<file path="config.mk">
export PLATFORM = sky130hd
export DESIGN_NAME = ttt_game_ctrl_flat
export DESIGN_NICKNAME = d
export VERILOG_FILES = /design/src/rtl/ttt_pkg.sv /design/src/rtl/ttt_game_ctrl_if.sv /design/src/rtl/ttt_win_detect.sv /design/src/rtl/ttt_game_ctrl.sv /design/src/flat_wrapper.sv
export SDC_FILE = /design/constraint.sdc
export NUM_CORES = 1
export LEC_CHECK = 0
export ABC_CLOCK_PERIOD_IN_PS = 2500
export CAP_MARGIN = 20
export CORE_UTILIZATION = 45
export CTS_CLUSTER_DIAMETER = 200
export DETAILED_ROUTE_END_ITERATION = 12
export GPL_TIMING_DRIVEN = 0
export PLACE_DENSITY = 0.71
export SKIP_CTS_REPAIR_TIMING = 1
export SYNTH_ARGS = -nofsm -noshare
export SYNTH_HDL_FRONTEND = slang
export SYNTH_SLANG_ARGS = --single-unit
export TNS_END_PERCENT = 1
</file>
<file path="constraint.sdc">
create_clock -name clk -period 2.5 [get_ports clk]
set_input_delay 0.5 -clock clk [delete_from_list [all_inputs] [get_ports clk]]
set_output_delay 0.5 -clock clk [all_outputs]
set_load 0.01 [all_outputs]
</file>
<file path="src/rtl/ttt_pkg.sv">
`default_nettype none
// ----------------------------------------------------------------------------
// Module   : ttt_pkg
// Purpose  : Shared types and constants for the tic-tac-toe game controller:
//            FSM state encoding, player and winner codes, win-line masks.
// Revision : 1.0 - initial release
// ----------------------------------------------------------------------------
package ttt_pkg;

  localparam int NUM_CELLS = 9;
  localparam int NUM_LINES = 8;

  typedef enum logic [2:0] {
    ST_PLAY  = 3'd0,
    ST_CHECK = 3'd1,
    ST_WIN_P = 3'd2,
    ST_WIN_G = 3'd3,
    ST_DRAW  = 3'd4
  } state_t;

  // Player encoding, as carried on the turn output.
  localparam logic PURPLE = 1'b0;
  localparam logic GOLD   = 1'b1;

  // Winner codes.
  localparam logic [1:0] WINNER_NONE = 2'b00;
  localparam logic [1:0] WINNER_PURP = 2'b01;
  localparam logic [1:0] WINNER_GOLD = 2'b10;
  localparam logic [1:0] WINNER_DRAW = 2'b11;

  // Win lines, bit i = cell i (row-major). Index 0 is the top row.
  // Rows 007/038/1C0, columns 049/092/124, diagonals 111/054.
  localparam logic [NUM_LINES-1:0][NUM_CELLS-1:0] WIN_LINES = {
    9'h054, 9'h111,
    9'h124, 9'h092, 9'h049,
    9'h1C0, 9'h038, 9'h007
  };

endpackage : ttt_pkg
`default_nettype wire

</file>
<file path="src/rtl/ttt_game_ctrl_if.sv">
`default_nettype none
// ----------------------------------------------------------------------------
// Module   : ttt_game_ctrl_if
// Purpose  : Move-request and board-status bundle of the game controller.
//            master : drives new_game / move_valid / move_idx, observes status
//            slave  : the controller; returns move_ready, purp, gold, turn,
//                     illegal, game_over, winner
// Revision : 1.0 - initial release
// ----------------------------------------------------------------------------
interface ttt_game_ctrl_if;

  logic       new_game;
  logic       move_valid;
  logic [3:0] move_idx;
  logic       move_ready;
  logic [8:0] purp;
  logic [8:0] gold;
  logic       turn;
  logic       illegal;
  logic       game_over;
  logic [1:0] winner;

  modport master (
    output new_game, move_valid, move_idx,
    input  move_ready, purp, gold, turn, illegal, game_over, winner
  );

  modport slave (
    input  new_game, move_valid, move_idx,
    output move_ready, purp, gold, turn, illegal, game_over, winner
  );

endinterface : ttt_game_ctrl_if
`default_nettype wire

</file>
<file path="src/rtl/ttt_win_detect.sv">
`default_nettype none
// ----------------------------------------------------------------------------
// Module   : ttt_win_detect
// Purpose  : Combinational three-in-a-row detector for one side's board.
// Ports    : board in 9  - occupancy vector of one side (bit i = cell i)
//            win   out 1 - at least one win line fully occupied
// Revision : 1.0 - initial release
// ----------------------------------------------------------------------------
module ttt_win_detect
  import ttt_pkg::*;
(
  input  logic [NUM_CELLS-1:0] board,
  output logic                 win
);

  logic [NUM_LINES-1:0] w_hit;

  for (genvar g = 0; g < NUM_LINES; g++) begin : g_line
    assign w_hit[g] = ((board & WIN_LINES[g]) == WIN_LINES[g]);
  end

  assign win = |w_hit;

endmodule : ttt_win_detect
`default_nettype wire

</file>
<file path="src/rtl/ttt_game_ctrl.sv">
`default_nettype none
// ----------------------------------------------------------------------------
// Module   : ttt_game_ctrl
// Purpose  : Game-state controller for the 3x3 board. Accepts moves with
//            purple moving first, rejects occupied / out-of-range cells,
//            detects win or draw and holds the result until new_game.
// Ports    : clk     in  - system clock (shared with the renderer)
//            reset_n in  - asynchronous active-low reset
//            bus     slave modport of ttt_game_ctrl_if (move request in,
//                    registered board / turn / result status out)
// Revision : 1.0 - initial release
// ----------------------------------------------------------------------------
module ttt_game_ctrl
  import ttt_pkg::*;
(
  input  logic           clk,
  input  logic           reset_n,
  ttt_game_ctrl_if.slave bus
);

  state_t                 r_state,      w_state;
  logic [NUM_CELLS-1:0]   r_purp,       w_purp;
  logic [NUM_CELLS-1:0]   r_gold,       w_gold;
  logic                   r_turn,       w_turn;
  logic [3:0]             r_move_count, w_move_count;
  logic                   r_illegal,    w_illegal;
  logic [1:0]             r_winner,     w_winner;

  logic [NUM_CELLS-1:0]   w_cell_mask;
  logic                   w_legal;
  logic [NUM_CELLS-1:0]   w_mover_board;
  logic                   w_win;

  // Shifting by 9..15 leaves the mask empty; the range test still rejects.
  assign w_cell_mask = 9'b1 << bus.move_idx;
  assign w_legal     = (bus.move_idx < 4'(NUM_CELLS)) &&
                       (((r_purp | r_gold) & w_cell_mask) == '0);

  // In CHECK the side that just moved is still the current turn.
  assign w_mover_board = (r_turn == GOLD) ? r_gold : r_purp;

  ttt_win_detect u_win_detect (
    .board (w_mover_board),
    .win   (w_win)
  );

  always_comb begin
    w_state      = r_state;
    w_purp       = r_purp;
    w_gold       = r_gold;
    w_turn       = r_turn;
    w_move_count = r_move_count;
    w_illegal    = 1'b0;
    w_winner     = r_winner;

    if (bus.new_game) begin
      // Overrides any simultaneous move request and any pending evaluation.
      w_state      = ST_PLAY;
      w_purp       = '0;
      w_gold       = '0;
      w_turn       = PURPLE;
      w_move_count = '0;
      w_winner     = WINNER_NONE;
    end else begin
      case (r_state)
        ST_PLAY: begin
          if (bus.move_valid) begin
            if (w_legal) begin
              if (r_turn == GOLD) w_gold = r_gold | w_cell_mask;
              else                w_purp = r_purp | w_cell_mask;
              if (r_move_count != 4'(NUM_CELLS))
                w_move_count = r_move_count + 4'd1;
              w_state = ST_CHECK;
            end else begin
              w_illegal = 1'b1;
            end
          end
        end
        ST_CHECK: begin
          // Win is tested before the draw so a 9th-move win is reported.
          if (w_win) begin
            w_state  = (r_turn == GOLD) ? ST_WIN_G : ST_WIN_P;
            w_winner = (r_turn == GOLD) ? WINNER_GOLD : WINNER_PURP;
          end else if (r_move_count == 4'(NUM_CELLS)) begin
            w_state  = ST_DRAW;
            w_winner = WINNER_DRAW;
          end else begin
            w_turn  = ~r_turn;
            w_state = ST_PLAY;
          end
        end
        default: begin
          // Terminal states: everything frozen until new_game.
        end
      endcase
    end
  end

  always_ff @(posedge clk or negedge reset_n) begin
    if (!reset_n) begin
      r_state      <= ST_PLAY;
      r_purp       <= '0;
      r_gold       <= '0;
      r_turn       <= PURPLE;
      r_move_count <= '0;
      r_illegal    <= 1'b0;
      r_winner     <= WINNER_NONE;
    end else begin
      r_state      <= w_state;
      r_purp       <= w_purp;
      r_gold       <= w_gold;
      r_turn       <= w_turn;
      r_move_count <= w_move_count;
      r_illegal    <= w_illegal;
      r_winner     <= w_winner;
    end
  end

  // Status outputs come straight from registers.
  assign bus.move_ready = (r_state == ST_PLAY);
  assign bus.game_over  = (r_state == ST_WIN_P) || (r_state == ST_WIN_G) ||
                          (r_state == ST_DRAW);
  assign bus.purp       = r_purp;
  assign bus.gold       = r_gold;
  assign bus.turn       = r_turn;
  assign bus.illegal    = r_illegal;
  assign bus.winner     = r_winner;

endmodule : ttt_game_ctrl
`default_nettype wire

</file>
<file path="src/flat_wrapper.sv">
// flat-port wrapper written by rule: the top's interface ports become plain ports
module ttt_game_ctrl_flat import ttt_pkg::*;
  (clk, reset_n, bus_new_game, bus_move_valid, bus_move_idx, bus_move_ready, bus_purp, bus_gold, bus_turn, bus_illegal, bus_game_over, bus_winner);
  ttt_game_ctrl_if bus_i ();
  input  logic clk;
  input  logic reset_n;
  input wire logic [$bits(bus_i.new_game)-1:0] bus_new_game;
  input wire logic [$bits(bus_i.move_valid)-1:0] bus_move_valid;
  input wire logic [$bits(bus_i.move_idx)-1:0] bus_move_idx;
  output wire logic [$bits(bus_i.move_ready)-1:0] bus_move_ready;
  output wire logic [$bits(bus_i.purp)-1:0] bus_purp;
  output wire logic [$bits(bus_i.gold)-1:0] bus_gold;
  output wire logic [$bits(bus_i.turn)-1:0] bus_turn;
  output wire logic [$bits(bus_i.illegal)-1:0] bus_illegal;
  output wire logic [$bits(bus_i.game_over)-1:0] bus_game_over;
  output wire logic [$bits(bus_i.winner)-1:0] bus_winner;
  assign bus_i.new_game = bus_new_game;
  assign bus_i.move_valid = bus_move_valid;
  assign bus_i.move_idx = bus_move_idx;
  assign bus_move_ready = bus_i.move_ready;
  assign bus_purp = bus_i.purp;
  assign bus_gold = bus_i.gold;
  assign bus_turn = bus_i.turn;
  assign bus_illegal = bus_i.illegal;
  assign bus_game_over = bus_i.game_over;
  assign bus_winner = bus_i.winner;
  ttt_game_ctrl u_core (.clk(clk), .reset_n(reset_n), .bus(bus_i));
endmodule
</file>
==> summary.md <==
| Metric | Value |
|---|---|
| Post-synth EDFFs | 0 |
| Die footprint | 3784 um^2 |
| Worst-path fanout max | 10 |
| Die height | 61.52 um |
| Crit-path max cell delay | 0.71 ns |
| Outcome | complete, no violations |
| Vias per cell | 5.868 |
| # H-tree levels | 2 |
| Arrival time at the worst endpoint | 2.64 ns |
| Async set or reset register ratio after synthesis | 1.000 |
| Register area share after synthesis | 0.4553 |
| Worst Setup Slack, final | 0.06200 ns |
| Final setup fails | 0 |
| Post-synth cell types | 44 |
| Drt drc | 0 |
| Routability cong. | 0.8491 |
| GRT overflow | 0 |
| Root Buffer | clkbuf_4 |
| Final min period | 2.438 ns |
| Critical path capture point type | register |
| Unrepaired setup endpoints after global routing | no |
| IO Port Bufs | 30 |
| Num rows | 21 |
| Final Instance Count excl. Fillers | 234 |
| CTS max path bufs | 2 |
| Slowest-stage cell, CP | or4bb_2 |
| Hpwl dp | 2942 um |
| Synth Cell Area | 1594 um^2 |
| DR iter-0 viols | 109 |
| Fmax | 0.4102 GHz |
| Post-Route WL | 4041 um |
| Max-Cap Viols | 0 |
| Clock sink count | 29 |
| Clk slew on worst S/H paths | 0.09 ns |
| Placed insts | 227 |
| Initial antenna violation count | 0 |
| Syn nets | 160 |
| Seq cells post-synth | 29 |
| Avg Synthesized Cell Area | 10.63 um^2 |
| Pin count of the biggest net entering global routing | 20 |
| CP required | 2.71 ns |
| Share of cells above drive strength 1 | 0.1436 |
| Dominant synthesized flop cell | dfrtp_1 |
| Fin. max-slew vios | 0 |
| Cell taking the most area after synthesis | dfrtp_1 |
| Via count | 1373 |
| First-pass GRT wire length | 6513 um |
| Total power | 873.3 uW |
| Area grow syn2layout | 28.26% |
| Top cell type's share of synthesized area | 0.4553 |
| Syn Inst Count | 150 |
| Worst skew pair latency | 0.32 ns |
| Least-Margin Pin Slew | 0.6126 ns |
| Synth Warn # | 0 |
| Die Width | 61.52 um |
| Worst min-delay path class | primary input to register |
| CTS tree | yes |
| Total CTS buffers | 5 |
| Io pins | 32 |
| Layout Nets | 198 |
| Startpoint Class | primary input |
| Crit-path cells | clkdlybuf4s50_1, or4bb_2, o22ai_1, nor2_2, nand3_2, mux2_1 |
| Core Box Area | 3363 um^2 |
| Initial Utilization | 0.4740 |
| Detail Route Antenna Nets | 0 |
| Static Leakage | 0.0007828 uW |
| Pwr dens | 427.2 nW/um^2 |
| Commonest cells after routing, fill and taps aside | 29 x clkdlybuf4s50_1, 29 x dfrtp_1, 23 x nor2_1 |
| Wirelength per Cell | 17.27 um |
| Final Hold Fails | 0 |
| Period utilisation layout | 0.9752 |
| Largest cells by area after synthesis | dfrtp_1 46%, o2bb2ai_1 9.9%, nor2_1 5.4% |
| Vias in the first global route | 1393 |
| Gr usage total | 0.2426 |
| WS Path Type | primary input to register |
| Setup_tns | 0 ns |
| DP Worst Slack | -0.2364 ns |
| WHS | 0.5416 ns |
| Pre-antenna DRT Iters | 4 |
| Clk_skew | 0.007880 ns |
| Peak VDD IR | 0.2936 mV |
| Slew HR | 0.5903 |
| Antenna diodes | 0 |
-- final timing paths --
kind | start | to | slack [ns] | cells past startpoint
worst max-delay path | bus_move_idx[1] | u_core.r_move_count[1] | 0.06 | 6
worst min-delay path | bus_move_idx[3] | u_core.bus.purp[4] | 0.54 | 3
worst max register to register | u_core.bus.purp[8] | u_core.bus.purp[6] | 0.53 | 5
worst min register to register | u_core.bus.gold[3] | u_core.bus.gold[3] | 0.56 | 1
max in group asynchronous | reset_n | u_core.bus.winner[1] | 1.44 | 2
min in group asynchronous | reset_n | u_core.bus.purp[8] | 0.56 | 1
-- metal layers --
layer  part of all wire  vias to the layer above  global-route usage
met5                  0                        -                   0
met4              0.012                        0              0.1238
met3              0.063                        6             0.05882
met2               0.49                       58              0.3871
met1               0.44                      651              0.3057
li1                   -                      658                   -
-- critical path: cells and delay by family --
family / cells / cell delay, ns
buf+inv: 1 / 0.64
mux: 1 / 0.33
simple gates: 3 / 0.94
compound gates: 1 / 0.24
-- state kept, by name (all words and copies together), names as in the netlist --
name                 cells
u_core.r_move_count      4
u_core.r_state           3
u_core.bus.illegal       1
u_core.bus.purp          9
u_core.bus.gold          9
u_core.bus.winner        2
u_core.bus.turn          1
-- power by group --
group          total [uW]  internal [uW]  switching [uW]  leakage [uW]
combinational         106           45.1            60.5      0.000349
clock                 285            133             152     0.0000314
sequential            483            476            7.32      0.000403
-- cell usage after synthesis, drive strengths merged (3+ instances only) --
library cell,instances
nor2,24
o22ai,4
a22oi,4
o2bb2ai,18
a21oi,3
or4b,4
a22o,6
o31ai,3
inv,4
a211oi,3
clkbuf,3
nand3,4
mux2,5
nand2,6
nor3,3
dfrtp,29
or4bb,3
-- logic make-up (layout without fill, tap and decap cells) --
kind of cell / Yosys count / count (layout) / synth area share
AND/OR/NAND/NOR: 55 / 55 / 0.2025
flip-flops: 29 / 29 / 0.4553
adder cells (fa/ha/maj): 2 / 2 / 0.01570
AO/OA/AOI/OAI: 48 / 48 / 0.2520
multiplexers: 7 / 7 / 0.04788
buffers and inverters: 9 / 47 / 0.02668
-- final cells by class --
class	instances	area (um^2)
plain buffers	5	27.53
fillers	316	1319
inverters	4	15.01
well taps	46	57.56
clock buffers	7	55.05
repair buffers	31	330.3
flip-flops and latches	29	725.7
multi-input cells	112	833.3
-- per-stage QoR --
step	cell area, um^2	util
floorplan	1594	-
global placement	1952	0.5804
detailed placement	1979	0.5885
CTS	2034	0.6049
global route	2044	0.6079
finish	2044	0.6079
No activity file was read; power rests on OpenSTA's default activity.
